File: config.mk
export PLATFORM = sky130hd
export DESIGN_NAME = vga_timing_rx
export DESIGN_NICKNAME = d
export VERILOG_FILES = /design/src/rtl/vga_timing_pkg.sv /design/src/rtl/vga_sync_edge.sv /design/src/rtl/vga_timing_rx.sv
export SDC_FILE = /design/constraint.sdc
export NUM_CORES = 1
export LEC_CHECK = 0
export CAP_MARGIN = 25
export CORE_MARGIN = 2
export CORE_UTILIZATION = 50
export CTS_CLUSTER_DIAMETER = 60
export CTS_CLUSTER_SIZE = 25
export DETAILED_ROUTE_END_ITERATION = 12
export GPL_ROUTABILITY_DRIVEN = 0
export PLACE_DENSITY_LB_ADDON = 0.08
export SYNTH_ARGS = -nofsm -noshare
export SYNTH_HDL_FRONTEND = slang
export SYNTH_SLANG_ARGS = --single-unit
File: constraint.sdc
create_clock -name clk -period 6 [get_ports clk]
set_input_delay 1.8 -clock clk [delete_from_list [all_inputs] [get_ports clk]]
set_output_delay 1.8 -clock clk [all_outputs]
set_load 0.005 [all_outputs]
File: src/rtl/vga_timing_pkg.sv
// Shared 640x480 VGA timing constants and types, used by both the timing
// generator and the receiver.
package vga_timing_pkg;

    localparam int unsigned H_TOTAL     = 800;
    localparam int unsigned H_ACT_START = 144;
    localparam int unsigned H_ACT       = 640;
    localparam int unsigned V_TOTAL     = 525;
    localparam int unsigned V_ACT_START = 35;
    localparam int unsigned V_ACT       = 480;
    localparam int unsigned HSYNC_W     = 96;
    localparam int unsigned VSYNC_W     = 2;
    localparam int unsigned LOCK_FRAMES = 2;

    localparam int unsigned CNT_W = 10;
    localparam int unsigned ERR_W = 8;

    typedef logic [CNT_W-1:0] cnt_t;

    typedef enum logic [1:0] {
        StSearch,
        StLineSync,
        StAcquire,
        StLocked
    } sync_state_e;

    function automatic cnt_t sat_inc(input cnt_t v);
        return (v == '1) ? v : v + cnt_t'(1);
    endfunction

endpackage

File: src/rtl/vga_sync_edge.sv
// Registers one sync input, keeps its previous value and flags a rising edge
// of the registered copy.
module vga_sync_edge (
    input  logic clk,
    input  logic reset,
    input  logic sync_i,
    output logic sync_o,
    output logic rise_o
);

    logic sync_q;
    logic prev_q;

    always_ff @(posedge clk) begin
        if (reset) begin
            sync_q <= 1'b0;
            prev_q <= 1'b0;
        end else begin
            sync_q <= sync_i;
            prev_q <= sync_q;
        end
    end

    assign sync_o = sync_q;
    assign rise_o = sync_q & ~prev_q;

endmodule

File: src/rtl/vga_timing_rx.sv
// VGA timing receiver: recovers pixel coordinates from hsync/vsync, checks
// line and frame lengths, and emits a qualified pixel stream once locked.
module vga_timing_rx
    import vga_timing_pkg::*;
#(
    parameter int unsigned HTotal     = H_TOTAL,
    parameter int unsigned HActStart  = H_ACT_START,
    parameter int unsigned HAct       = H_ACT,
    parameter int unsigned VTotal     = V_TOTAL,
    parameter int unsigned VActStart  = V_ACT_START,
    parameter int unsigned VAct       = V_ACT,
    parameter int unsigned LockFrames = LOCK_FRAMES
) (
    input  logic             clk,
    input  logic             reset,
    input  logic             hsync_i,
    input  logic             vsync_i,
    input  logic [2:0]       rgb_i,
    output logic [CNT_W-1:0] pixel_x_o,
    output logic [CNT_W-1:0] pixel_y_o,
    output logic [2:0]       pix_rgb_o,
    output logic             pix_valid_o,
    output logic             line_start_o,
    output logic             frame_start_o,
    output logic             locked_o,
    output logic             timing_err_o,
    output logic [ERR_W-1:0] err_count_o
);

    localparam cnt_t HLast     = cnt_t'(HTotal - 1);
    localparam cnt_t VLast     = cnt_t'(VTotal - 1);
    localparam cnt_t HActFirst = cnt_t'(HActStart);
    localparam cnt_t HActLast  = cnt_t'(HActStart + HAct - 1);
    localparam cnt_t VActFirst = cnt_t'(VActStart);
    localparam cnt_t VActLast  = cnt_t'(VActStart + VAct - 1);
    localparam cnt_t CntMax    = '1;

    // Stage 1
    logic        s_hs, hs_rise;
    logic        s_vs, unused_vs_rise;
    logic [2:0]  s_rgb_q;

    cnt_t        h_cnt, h_prev_q;
    cnt_t        v_cnt, v_prev_q;
    logic        vs_line_q, vs_line_d;
    logic        frame_bnd, line_bad, frame_bad, h_sat;

    sync_state_e state_q, state_d;
    logic [7:0]  good_q, good_d;
    logic        viol;

    // Stage 2
    logic             in_act;
    logic             pix_valid_q, pix_valid_d;
    cnt_t             pixel_x_q, pixel_x_d;
    cnt_t             pixel_y_q, pixel_y_d;
    logic [2:0]       pix_rgb_q, pix_rgb_d;
    logic             line_start_q, frame_start_q, locked_q, timing_err_q;
    logic [ERR_W-1:0] err_count_q, err_count_d;

    vga_sync_edge u_hs_edge (
        .clk    (clk),
        .reset  (reset),
        .sync_i (hsync_i),
        .sync_o (s_hs),
        .rise_o (hs_rise)
    );

    vga_sync_edge u_vs_edge (
        .clk    (clk),
        .reset  (reset),
        .sync_i (vsync_i),
        .sync_o (s_vs),
        .rise_o (unused_vs_rise)
    );

    // h_cnt/v_cnt describe the sample in s_*; *_prev_q hold the previous sample's values.
    always_comb begin
        h_cnt     = hs_rise ? '0 : sat_inc(h_prev_q);
        frame_bnd = hs_rise & s_vs & ~vs_line_q;
        if (frame_bnd) begin
            v_cnt = '0;
        end else if (hs_rise) begin
            v_cnt = sat_inc(v_prev_q);
        end else begin
            v_cnt = v_prev_q;
        end
        vs_line_d = hs_rise ? s_vs : vs_line_q;
        line_bad  = hs_rise & (h_prev_q != HLast);
        frame_bad = frame_bnd & (v_prev_q != VLast);
        h_sat     = (h_cnt == CntMax);
    end

    // Frame length is only meaningful once a boundary has been seen, i.e. from ACQUIRE on.
    always_comb begin
        state_d = state_q;
        good_d  = good_q;
        viol    = 1'b0;
        unique case (state_q)
            StSearch: begin
                if (hs_rise) state_d = StLineSync;
            end
            StLineSync: begin
                viol = line_bad;
                if (frame_bnd && !line_bad) begin
                    state_d = StAcquire;
                    good_d  = '0;
                end
            end
            StAcquire: begin
                viol = line_bad | frame_bad;
                if (viol) begin
                    state_d = StLineSync;
                end else if (frame_bnd) begin
                    if (32'(good_q) + 32'd1 >= LockFrames) begin
                        state_d = StLocked;
                    end else begin
                        good_d = good_q + 8'd1;
                    end
                end
            end
            StLocked: begin
                viol = line_bad | frame_bad;
                if (viol) state_d = StLineSync;
            end
            default: state_d = StSearch;
        endcase
        if (h_sat && state_q != StSearch) begin
            viol    = 1'b1;
            state_d = StSearch;
        end
    end

    always_comb begin
        in_act = (h_cnt >= HActFirst) && (h_cnt <= HActLast) &&
                 (v_cnt >= VActFirst) && (v_cnt <= VActLast);
        pix_valid_d = (state_q == StLocked) && in_act;
        pixel_x_d   = pix_valid_d ? h_cnt - HActFirst : '0;
        pixel_y_d   = pix_valid_d ? v_cnt - VActFirst : '0;
        pix_rgb_d   = pix_valid_d ? s_rgb_q : 3'b000;
        err_count_d = (viol && err_count_q != '1) ? err_count_q + 8'd1 : err_count_q;
    end

    always_ff @(posedge clk) begin
        if (reset) begin
            s_rgb_q       <= 3'b000;
            h_prev_q      <= '0;
            v_prev_q      <= '0;
            vs_line_q     <= 1'b0;
            state_q       <= StSearch;
            good_q        <= '0;
            pix_valid_q   <= 1'b0;
            pixel_x_q     <= '0;
            pixel_y_q     <= '0;
            pix_rgb_q     <= 3'b000;
            line_start_q  <= 1'b0;
            frame_start_q <= 1'b0;
            locked_q      <= 1'b0;
            timing_err_q  <= 1'b0;
            err_count_q   <= '0;
        end else begin
            s_rgb_q       <= rgb_i;
            h_prev_q      <= h_cnt;
            v_prev_q      <= v_cnt;
            vs_line_q     <= vs_line_d;
            state_q       <= state_d;
            good_q        <= good_d;
            pix_valid_q   <= pix_valid_d;
            pixel_x_q     <= pixel_x_d;
            pixel_y_q     <= pixel_y_d;
            pix_rgb_q     <= pix_rgb_d;
            line_start_q  <= hs_rise;
            frame_start_q <= frame_bnd;
            locked_q      <= (state_q == StLocked);
            timing_err_q  <= viol;
            err_count_q   <= err_count_d;
        end
    end

    assign pixel_x_o     = pixel_x_q;
    assign pixel_y_o     = pixel_y_q;
    assign pix_rgb_o     = pix_rgb_q;
    assign pix_valid_o   = pix_valid_q;
    assign line_start_o  = line_start_q;
    assign frame_start_o = frame_start_q;
    assign locked_o      = locked_q;
    assign timing_err_o  = timing_err_q;
    assign err_count_o   = err_count_q;

endmodule

==> out/qor.json <==
{
  "power.density_nw_per_um2": 221.8,
  "routed_wl_mm": 7.899,
  "multiInputGateArea_um2": 2023,
  "netlist.area_leader.share": 0.3973,
  "min_period_ns": 3.411,
  "timing.hold.worst.start": "s_rgb_q[1]",
  "internal-power_mw": 0.7243,
  "sequential_cell_area_um2": 1461,
  "cts_repair_resize_count": 0,
  "dp_cells": 539,
  "maxSlewHeadroom": 0.4989,
  "startpoint": "h_prev_q[0]",
  "core_region_area_um2": 7176,
  "worstHoldPathCells": 2,
  "top_reg_cell_synth": "dfxtp_1",
  "postSynthAreaPerCell_um2": 8.779,
  "num_antenna_cells": 0,
  "crit_arrival_ns": 3.69,
  "timing_worst_slew_pin_value_ns": 0.7423,
  "fp.dieW_um": 89.78,
  "setup_viol": 0,
  "wl_per_cell_um": 14.21,
  "final_critical_path_setup_slack_ns": 2.589,
  "cts_buffers": 9,
  "synth.yosys.seq_area_share": 0.3973,
  "cts.clk_slew.worst_paths_ns": 0.08,
  "final-hold-violation-count": 0,
  "ys_warn_count": 0,
  "critical_path.cell_chain": "ha_1 -> and3_1 -> nor2_1 -> a211o_1 -> inv_1 -> ha_1 -> inv_1 -> a221oi_1 -> nand4_1 -> a221oi_1 -> o21ai_2 -> buf_8 -> a21oi_1",
  "critPathKind": "reg2reg",
  "grt_first_pass_wirelength_mm": 13.63,
  "hp-class": "reg2reg",
  "die_h_um": 89.78,
  "switchingPower_mw": 0.2389,
  "gr-usage-all-layers": 0.2063,
  "finish.cell_count_without_fillers": 556,
  "postLayoutCellArea_um2": 4342,
  "synth_seq_cells": 73,
  "pre_cts_slack_ns": 2.228,
  "clock_insertion_delay_worst_skew_ns": 0.35,
  "irDropWorstVdd_uv": 136.3,
  "switching_share": 0.2480,
  "clock-sinks": 73,
  "num_vias": 3132,
  "clockPowerShare": 0.408,
  "die_area_um2": 8060,
  "first_pass_iters": 4,
  "detail_placement_hpwl_mm": 5.526,
  "grt_max_degree": 46,
  "n_fill_cell": 647,
  "synth_top_cell_by_area": "dfxtp_1",
  "r2r_cells": 13,
  "grt_setup_unrepaired": "false",
  "clock_skew_ns": 0.009981,
  "cpMaxStageDelayCell": "dfxtp_1",
  "remaining_drc_errors": 0,
  "synth-edff-count": 0,
  "pwr-share-seq": 0.520,
  "final_core_utilization": 0.6051,
  "critical_path.reg2reg.startpoint": "h_prev_q[0]",
  "cp.required_ns": 6.28,
  "worst-path-buf-inv": 3,
  "floorplan.io_pins": 43,
  "cts_hold_repair.buffers": 0,
  "largest_stage_delay_worst_path_ns": 0.50,
  "worst_setup_path_start_kind": "flop",
  "cp.depth": 13,
  "htreeDepth": 3,
  "post_cts_setup_driven_buffer_insertion_count": 0,
  "initial_antenna_violation_count": 0,
  "outcome": "finished, final reports clean",
  "synthesis.nets": 441,
  "endpoint_kind": "flop",
  "timing_max_transition_violations_final": 0,
  "total_leakage_power_nw": 1.618,
  "share_of_post_route_cells_with_drive_strength_above_1": 0.08315,
  "synth_area_um2": 3679,
  "area.growth.synth_to_final_pct": 18.03,
  "placementRows": 31,
  "setup_tns_ns": 0,
  "timing.critical_path.max_delay_family": "compound AO/OA/AOI/OAI gates",
  "drtAntennaViolNets": 0,
  "detailed_place.area_um2": 4123,
  "synth.distinct_cells": 66,
  "timing.fmax_ghz": 0.2932,
  "comb_power_share": 0.073,
  "synthesis.instances": 419,
  "layout_worst_path_cycle_share": 0.5685,
  "tritoncts": "built",
  "cell_types_occupying_the_most_area_after_synthesis": "dfxtp_1, nor2_1, ha_1",
  "clockRootBuffer": "clkbuf_8",
  "finalNetCount": 474,
  "via_count_of_the_first_global_routing_pass": 2968,
  "placement.io_buffers": 42,
  "initial_utilization": 0.5126,
  "mostFrequentLayoutCells": "dfxtp_1, nor2_1, clkdlybuf4s50_1",
  "drt_iter0_drc": 143,
  "final_common_cell": "dfxtp_1",
  "asyncSetResetFlopFracSynth": 0,
  "global_route.overflow_total": 0,
  "max_cap_viol_count": 0,
  "worstPathMaxFanout": 14,
  "clk_path_buf_depth": 2,
  "vias_per_cell": 5.633
}
[kinds of logic (layout without fill, tap and decap cells)]
kind of cell	after synthesis	after routing	synth area share
compound gates	76	76	0.1527
simple gates	187	187	0.2844
xor+xnor	19	19	0.04524
mux	6	6	0.01667
fa+ha+maj	15	15	0.05102
buf+inv	43	81	0.05272
flops	73	73	0.3973
[worst reg2reg max path, delay by kind of cell (launching register included)]
kind	cells	cell delay (ns)
DFF	1	0.50
buffers and inverters	3	0.41
AOI/OAI and AO/OA	5	1.32
adders and majority gates	2	0.66
and+or+nand+nor	3	0.45
[per-stage QoR]
step	hold slack [ns]	power (mW)
floorplan	0.3936	0.5621
global placement	0.4003	0.5801
detailed placement	0.4081	0.5817
CTS	0.4170	0.9737
global route	0.4429	1.007
finish	0.4128	0.9632
[registers in the layout (all words and copies together), names as in the netlist, 2 cells and up]
register and flops:
h_prev_q 10, pixel_x_o 10, pixel_y_o 10, v_prev_q 10, err_count_o 8, good_q 8, pix_rgb_o 3, s_rgb_q 3
state_q 2
[synth_stat cells, types with 11 or more instances]
master,instances
inv_1,18
nor3_1,19
nand3_1,14
buf_2,11
nor2b_1,11
dfxtp_1,73
a21oi_1,18
nor2_1,51
ha_1,15
xnor2_1,12
nand2_1,20
and2_1,11
[power groups by stage]
stage	registers [mW]	clock network (mW)	logic [mW]
after floorplan	0.507	0	0.0546
after global placement	0.511	0	0.0687
after global routing	0.502	0.426	0.0791
after detailed placement	0.512	0	0.0698
after CTS	0.500	0.403	0.0703
final	0.501	0.393	0.0701
[cell type report]
cell class                      count  share of cell area
Sequential cell                    73              0.3366
Timing Repair Buffer               46              0.1055
Clock inverter                      6             0.01527
Tap cell                           99             0.02853
Clock buffer                       10             0.03170
Multi-Input combinational cell    303              0.4660
Inverter                           19             0.01643
[layer usage]
metal | track usage | part of all wire | vias to the layer above
li1 | - | - | 1575
met1 | 0.2578 | 0.46 | 1439
met2 | 0.3371 | 0.47 | 101
met3 | 0.05113 | 0.049 | 17
met4 | 0.09487 | 0.026 | 0
met5 | 0 | 0 | -
[worst paths after layout]
| path | endpoint | slack, ns |
|---|---|---|
| max | pixel_y_o[4] | 2.59 |
| min | pix_rgb_o[1] | 0.41 |
| max reg2reg | pixel_y_o[4] | 2.59 |
| min reg2reg | pix_rgb_o[1] | 0.41 |
Note: power is estimated with default switching activity, not from simulation.
